<file path="config.mk">
export PLATFORM = sky130hd
export DESIGN_NAME = tick_feeder
export DESIGN_NICKNAME = d
export VERILOG_FILES = /design/src/rtl/tick_feeder.sv
export SDC_FILE = /design/constraint.sdc
export NUM_CORES = 1
export LEC_CHECK = 0
export CAP_MARGIN = 0
export CORE_MARGIN = 1
export CORE_UTILIZATION = 47
export CTS_CLUSTER_DIAMETER = 100
export CTS_CLUSTER_SIZE = 10
export DETAILED_ROUTE_END_ITERATION = 8
export PLACE_DENSITY = 0.75
export SLEW_MARGIN = 0
export SYNTH_ARGS = -nofsm -noshare
export SYNTH_HDL_FRONTEND = slang
export SYNTH_SLANG_ARGS = --single-unit
</file>
<file path="constraint.sdc">
create_clock -name clk -period 4 [get_ports clk]
set_input_delay 0.8 -clock clk [delete_from_list [all_inputs] [get_ports clk]]
set_output_delay 0.8 -clock clk [all_outputs]
set_load 0.1 [all_outputs]
</file>
<file path="src/rtl/tick_feeder.sv">
// rtl/tick_feeder.sv - paced replay of a stored price series from a sync-read ROM
module tick_feeder #(
    parameter int ADDR_WIDTH   = 16,
    parameter int DATA_WIDTH   = 8,
    parameter int PERIOD_WIDTH = 16,
    parameter int ROM_LATENCY  = 1,
    parameter int DROP_WIDTH   = 16
) (
    input  logic                    clk,
    input  logic                    rst,
    input  logic                    start,
    input  logic                    stop,
    input  logic                    pause,
    input  logic [PERIOD_WIDTH-1:0] period,
    input  logic [ADDR_WIDTH-1:0]   base_addr,
    input  logic [ADDR_WIDTH-1:0]   num_samples,
    input  logic                    loop_en,
    output logic                    mem_rd_en,
    output logic [ADDR_WIDTH-1:0]   mem_addr,
    input  logic [DATA_WIDTH-1:0]   mem_rdata,
    output logic [DATA_WIDTH-1:0]   out_data,
    output logic                    out_valid,
    input  logic                    out_ready,
    output logic                    busy,
    output logic                    done,
    output logic [DROP_WIDTH-1:0]   drop_count
);

    typedef enum logic [1:0] {
        S_IDLE  = 2'd0,
        S_RUN   = 2'd1,
        S_DRAIN = 2'd2,
        S_DONE  = 2'd3
    } state_t;

    state_t                  r_state;
    state_t                  w_next;
    logic [PERIOD_WIDTH-1:0] r_period;
    logic [PERIOD_WIDTH-1:0] r_counter;
    logic [ADDR_WIDTH-1:0]   r_base;
    logic [ADDR_WIDTH-1:0]   r_num;
    logic [ADDR_WIDTH-1:0]   r_idx;
    logic                    r_loop;
    logic [ROM_LATENCY-1:0]  r_pipe;
    logic [DATA_WIDTH-1:0]   r_out_data;
    logic                    r_out_valid;
    logic [DROP_WIDTH-1:0]   r_drop;
    logic                    w_start_ok;
    logic                    w_tick;
    logic                    w_last;
    logic                    w_emerge;

    // start is only honoured when no run is in progress
    assign w_start_ok = start && ((r_state == S_IDLE) || (r_state == S_DONE));
    assign w_tick     = (r_state == S_RUN) && !pause && (r_counter == r_period);
    assign w_last     = (r_idx == (r_num - ADDR_WIDTH'(1)));
    // the oldest pipeline tag marks the cycle mem_rdata belongs to a tick read
    assign w_emerge   = r_pipe[ROM_LATENCY-1];

    assign out_data   = r_out_data;
    assign out_valid  = r_out_valid;
    assign drop_count = r_drop;

    // state register
    always_ff @(posedge clk) begin
        if (rst) begin
            r_state <= S_IDLE;
        end else begin
            r_state <= w_next;
        end
    end

    // next-state logic plus read strobe and status outputs
    always_comb begin
        w_next    = r_state;
        mem_rd_en = w_tick;
        mem_addr  = '0;
        busy      = 1'b0;
        done      = 1'b0;
        if (w_tick) begin
            mem_addr = r_base + r_idx;
        end
        case (r_state)
            S_IDLE, S_DONE: begin
                done = (r_state == S_DONE);
                if (start) begin
                    w_next = (num_samples == '0) ? S_DONE : S_RUN;
                end
            end
            S_RUN: begin
                busy = 1'b1;
                // a stop coinciding with a tick still lets that read go out
                if (stop || (w_tick && w_last && !r_loop)) begin
                    w_next = S_DRAIN;
                end
            end
            S_DRAIN: begin
                busy = 1'b1;
                if (r_pipe == '0) begin
                    w_next = S_DONE;
                end
            end
            default: begin
                w_next = S_IDLE;
            end
        endcase
    end

    // run configuration, tick counter, read pipeline and output holding register
    always_ff @(posedge clk) begin
        if (rst) begin
            r_period    <= '0;
            r_base      <= '0;
            r_num       <= '0;
            r_loop      <= 1'b0;
            r_counter   <= '0;
            r_idx       <= '0;
            r_pipe      <= '0;
            r_out_data  <= '0;
            r_out_valid <= 1'b0;
            r_drop      <= '0;
        end else begin
            if (w_start_ok) begin
                r_period  <= period;
                r_base    <= base_addr;
                r_num     <= num_samples;
                r_loop    <= loop_en;
                r_counter <= '0;
                r_idx     <= '0;
            end else if ((r_state == S_RUN) && !pause) begin
                if (w_tick) begin
                    r_counter <= '0;
                    if (!w_last) begin
                        r_idx <= r_idx + ADDR_WIDTH'(1);
                    end else if (r_loop) begin
                        r_idx <= '0;
                    end
                end else begin
                    r_counter <= r_counter + PERIOD_WIDTH'(1);
                end
            end

            r_pipe <= ROM_LATENCY'({r_pipe, w_tick});

            // latest price wins; an unaccepted sample being replaced counts as a drop
            if (w_emerge) begin
                r_out_data  <= mem_rdata;
                r_out_valid <= 1'b1;
            end else if (r_out_valid && out_ready) begin
                r_out_valid <= 1'b0;
            end

            if (w_start_ok) begin
                r_drop <= '0;
            end else if (w_emerge && r_out_valid && !out_ready && (r_drop != '1)) begin
                r_drop <= r_drop + DROP_WIDTH'(1);
            end
        end
    end

endmodule
</file>
# Word-level counts from Yosys, hierarchy flattened
# Index checks and enable logic that the tools add are counted.
word_totals:
  wordCells: 61
  romBits: 0
  mem_count: 0
  latchBits: 0
  output_inout_bits: 44
  ff_bits: 109
  mem_bits_rw: 0
classes:
  n_reduce_logical: 22
  n_lt_le_gt_ge: 0
  addsub: 5
  div: 0
  eq_ne: 10
  shifts: 0
  mux: 13
  n_bitwise: 0
  mul: 0
op_table:
  columns: ["op", "count"]
  rows:
  - ["$mux W16", 4]
  - ["$add A16 B1 Y16 const B", 3]
  - ["$eq A16 B16 Y1", 2]
  - ["$add A16 B16 Y16", 1]
  - ["$logic_not A16 Y1", 1]
  - ["$ne A16 B16 Y1 const B", 1]
  - ["$sub A16 B1 Y16 const B", 1]
  - ["$logic_and A1 B1 Y1", 9]
  - ["$mux W2", 4]
  - ["$ne A2 B2 Y1 const B", 4]
  - ["$pmux W2 S3", 1]
  - ["$reduce_and A3 Y1", 2]
  - ["$reduce_or A2 Y1", 3]
  - ["$eq A2 B2 Y1 const B", 2]
  - ["$mux W1", 4]
  - ["$logic_not A1 Y1", 3]
  - ["$eq A2 B1 Y1 const B", 1]
  - ["$logic_not A2 Y1", 1]
  - ["$logic_or A1 B1 Y1", 2]
  - ["$reduce_bool A2 Y1", 1]

# Logic depth before layout (Yosys ltp)
depth:
  depth_word: 8
  mapped_depth: 14

# Least setup slack after synthesis
# Ideal clock, no wire load.
synth_path:
  path_type: "reg2out"
  from: "register r_idx[0]"
  to: "output port mem_addr[8]"
  required_ns: 3.200
  path_stages_with_launch: 9
  path_slack_ns: -0.662
  t_arrival_ns: 3.862
  cell_sequence: "dfxtp_1 ha_1 fa_1 a21oi_1 o21ai_0 o211ai_1 nor2b_1 nand2_1 a221oi_1"
synth_via:
  elab_chain_len: 2
synth_lines:
  columns: ["element", "line", "text"]
  rows:
  - ["start, declared", "42", "logic [ADDR_WIDTH-1:0] r_idx;"]
  - ["start signal, assigned", "134", "r_idx <= r_idx + ADDR_WIDTH'(1);"]
  - ["$add A16 B16 Y16", "81", "mem_addr = r_base + r_idx;"]
  - ["$mux W16", "80", "if (w_tick) begin"]
  - ["end, declared", "19", "output logic [ADDR_WIDTH-1:0] mem_addr,"]
# No other way between the ends.

# Worst setup path in the final report
layout_path:
  from: "register r_idx[0]"
  to: "output port mem_addr[14]"
# Same word-level chain as after synthesis.

==> flow_summary.yaml <==
route:
  drc: 0
  firstDrtPassIters: 5
  drt_iter0_drc: 212
  postRouteWirelength_um: 14210
  vias: 5540
  routedWlPerCell_um: 13.77
  ant_nets: 0
  via_per_inst: 5.368
grt:
  grt_first_pass_wirelength_um: 23360
  grt_usage_pct: 22.19
  grt_pass1_vias: 4995
  grt_max_degree: 63
  grt-ovfl-total: 0
  grt_antenna_before_repair: 0
die:
  die_h_um: 115.4
  die_area_um2: 13320
  fp.coreArea_um2: 12570
  ios: 107
  start_util_pct: 48.09
  die_width_um: 115.4
  num_rows: 41
sta:
  hold-worst-slack_ns: 0.4674
  period_share_pct: 95.29
  relSlewSlack_pct: 32.55
  finalHoldViolations: 0
  skew_ns: 0.008587
  finalSetupTns_ns: 0
  tightest_slew_ns: 1.009
  max_freq_ghz: 0.2624
  min_period_ns: 3.812
  rsz0062_at_grt: "false"
  setup_viol: 0
  slew_viol_final: 0
place:
  port_buffers: 106
  routabilityCongestion: 0.8550
  dp.cells: 1016
  dp_hpwl_um: 10560
clocking:
  cts_tree: "built"
  path_clk_slew_ns: 0.07
  cts-resized-gates: 0
  cts_buffers: 9
  cts_root_buffer: "clkbuf_16"
  cts_sinks: 109
  cts_hold_buf: 0
  cts_setup_buffers: 0
  cts_max_level: 3
  clock_latency_ns: 0.36
  cts_buffer_depth: 2
logic_synthesis:
  synthesis.instances: 770
  synth-edff-count: 0
  ys_seq_area_share_pct: 36.10
  syn_area_um2: 6045
  synth-seq-cells: 109
  synth_flop_cell: "dfxtp_1"
  synth_area_leaders: "dfxtp_1 (36%), nand2_1 (8.4%), a21oi_1 (6.1%)"
  synthArstFlopShare_pct: 0
  synth_fp_nets: 856
  synth_cell_type_count: 66
  syn_avg_cell_area_um2: 7.850
  netlist.area_leader.share_pct: 36.10
  yosysTopAreaCell: "dfxtp_1"
  yosysWarnings: 0
cells_and_area:
  final_cells: 1032
  fin_nets: 941
  n_antenna_cell: 0
  area_growth_pct: 26.76
  final_layout_size_suffix_gt1_share_pct: 7.093
critical_path:
  crit_arrival_ns: 3.01
  rr_worst_depth: 11
  crit_required_ns: 3.20
  crit_path_max_fanout: 7
  crit_type: "flip-flop to output port"
  worstSetupStartpointType: "flip-flop"
  endpoint_kind: "output port"
status:
  status: "finished clean"
power_and_ir_drop:
  p_comb_share_pct: 35.8
  power.total_uw: 3401
  leakage_uw: 0.002819
  switchingPower_uw: 1301
  p_seq_share_pct: 39.0
  clockPowerShare_pct: 25.2
  switching_share_pct: 38.26
  power.internal_uw: 2100
  power_per_cell_area_nw_per_um2: 443.9
  peakVddDrop_uv: 297.9
min_path:
  hold-path-cell-count: 2
  hp-class: "flip-flop to flip-flop"
job:
  cap_violations: 0
## kinds of logic after synthesis
kind of cell / after synthesis / share of synthesized area (%)
AND/OR/NAND/NOR: 365 / 29.02
buffers and inverters: 53 / 3.622
multiplexers: 10 / 1.677
adder cells (fa/ha/maj): 23 / 4.885
flip-flops: 109 / 36.10
AO/OA/AOI/OAI: 131 / 13.25
XOR/XNOR: 79 / 11.45
## registers in the layout (all words and copies together), names as in the netlist
register / cells
drop_count: 16
r_loop: 1
r_period: 16
r_counter: 16
out_valid: 1
r_idx: 16
r_num: 16
r_state: 2
r_pipe: 1
out_data: 8
r_base: 16
## metrics by stage
| stage | setup slack (ns) | instance area (um^2) | util [%] |
|---|---|---|---|
| after floorplan | 0.08555 | 6058 | - |
| after global placement | 0.5708 | 7377 | 58.70 |
| after detailed placement | 0.5471 | 7377 | 58.70 |
| after CTS | 0.2176 | 7662 | 60.97 |
| after global routing | 0.004912 | 7662 | 60.97 |
| final | 0.1885 | 7662 | 60.97 |
## routing by layer
layer	global-route usage [%]	share of wire, %
met1	27.72	45
met2	37.52	48
met3	5.957	5.5
met4	6.147	1.5
met5	0	0
## layout by cell type (no fill, tap or decap), types with 4 or more instances in the layout
cell type / synthesis / final
a21o_1: 5 / 5
a21oi_1: 74 / 74
and2_1: 5 / 4
and3_1: 9 / 9
and4_1: 4 / 4
buf_12: 0 / 17
buf_4: 1 / 6
clkbuf_16: 0 / 9
clkdlybuf4s50_1: 0 / 87
dfxtp_1: 109 / 109
ha_1: 22 / 22
inv_1: 16 / 16
mux2i_1: 9 / 9
nand2_1: 135 / 135
nand3_1: 22 / 22
nand4_1: 22 / 22
nand4b_1: 4 / 4
nor2_1: 96 / 95
nor2b_1: 7 / 7
nor3_1: 20 / 19
nor3_2: 4 / 5
nor4_1: 9 / 9
o211ai_1: 4 / 4
o21ai_0: 15 / 15
or3_1: 7 / 7
xnor2_1: 41 / 41
xor2_1: 38 / 38
## final cells by class
type / count / area [um^2]
Tap cell: 172 / 215.2
Clock buffer: 10 / 229.0
Clock inverter: 6 / 56.30
Timing Repair Buffer: 111 / 1261
Sequential cell: 109 / 2182
Multi-Input combinational cell: 608 / 3659
Fill cell: 1126 / 4906
Inverter: 16 / 60.06
## critical path: stages (launching register included)
cell	delay, ns
dfxtp_1	0.47
ha_1	0.25
fa_1	0.22
a21oi_1	0.09
o21ai_0	0.16
o211ai_1	0.13
a31o_2	0.23
a221oi_1	0.39
a21o_1	0.18
a21oi_1	0.07
xor2_1	0.15
nor2_2	0.14
buf_12	0.19
## final timing paths
kind,startpoint,to,slack (ns)
worst min-delay path,r_base[0],r_base[0],0.47
worst max-delay path,r_idx[0],mem_addr[14],0.19
worst max register to register,r_num[0],r_state[1],0.78
worst min register to register,r_base[0],r_base[0],0.47
## power groups by stage
stage          registers, uW  logic [uW]  clock network, uW
5_1_grt                 1340        1340                925
6_report                1330        1220                858
4_1_cts                 1330        1220                875
3_5_place_dp            1350        1210                  0
3_3_place_gp            1350        1200                  0
2_1_floorplan           1320         937                  0
## synth_stat cells, types with 3 or more instances
cell type,number
nor3_1,20
and3_1,9
nand2_1,135
nand2b_1,3
xnor2_1,41
a21o_1,5
buf_1,3
o21bai_1,3
nor4_1,9
ha_1,22
nor3_2,4
xor2_1,38
dfxtp_1,109
o2111ai_1,3
nand3_1,22
a211oi_1,3
o21ai_0,15
o21a_1,3
inv_1,16
and2_1,5
nor2b_1,7
nor2_1,96
o211ai_1,4
nand4_1,22
clkbuf_1,30
and4_1,4
a21oi_1,74
or3_1,7
mux2i_1,9
nand4b_1,4
Note: power is estimated with default switching activity, not from simulation.
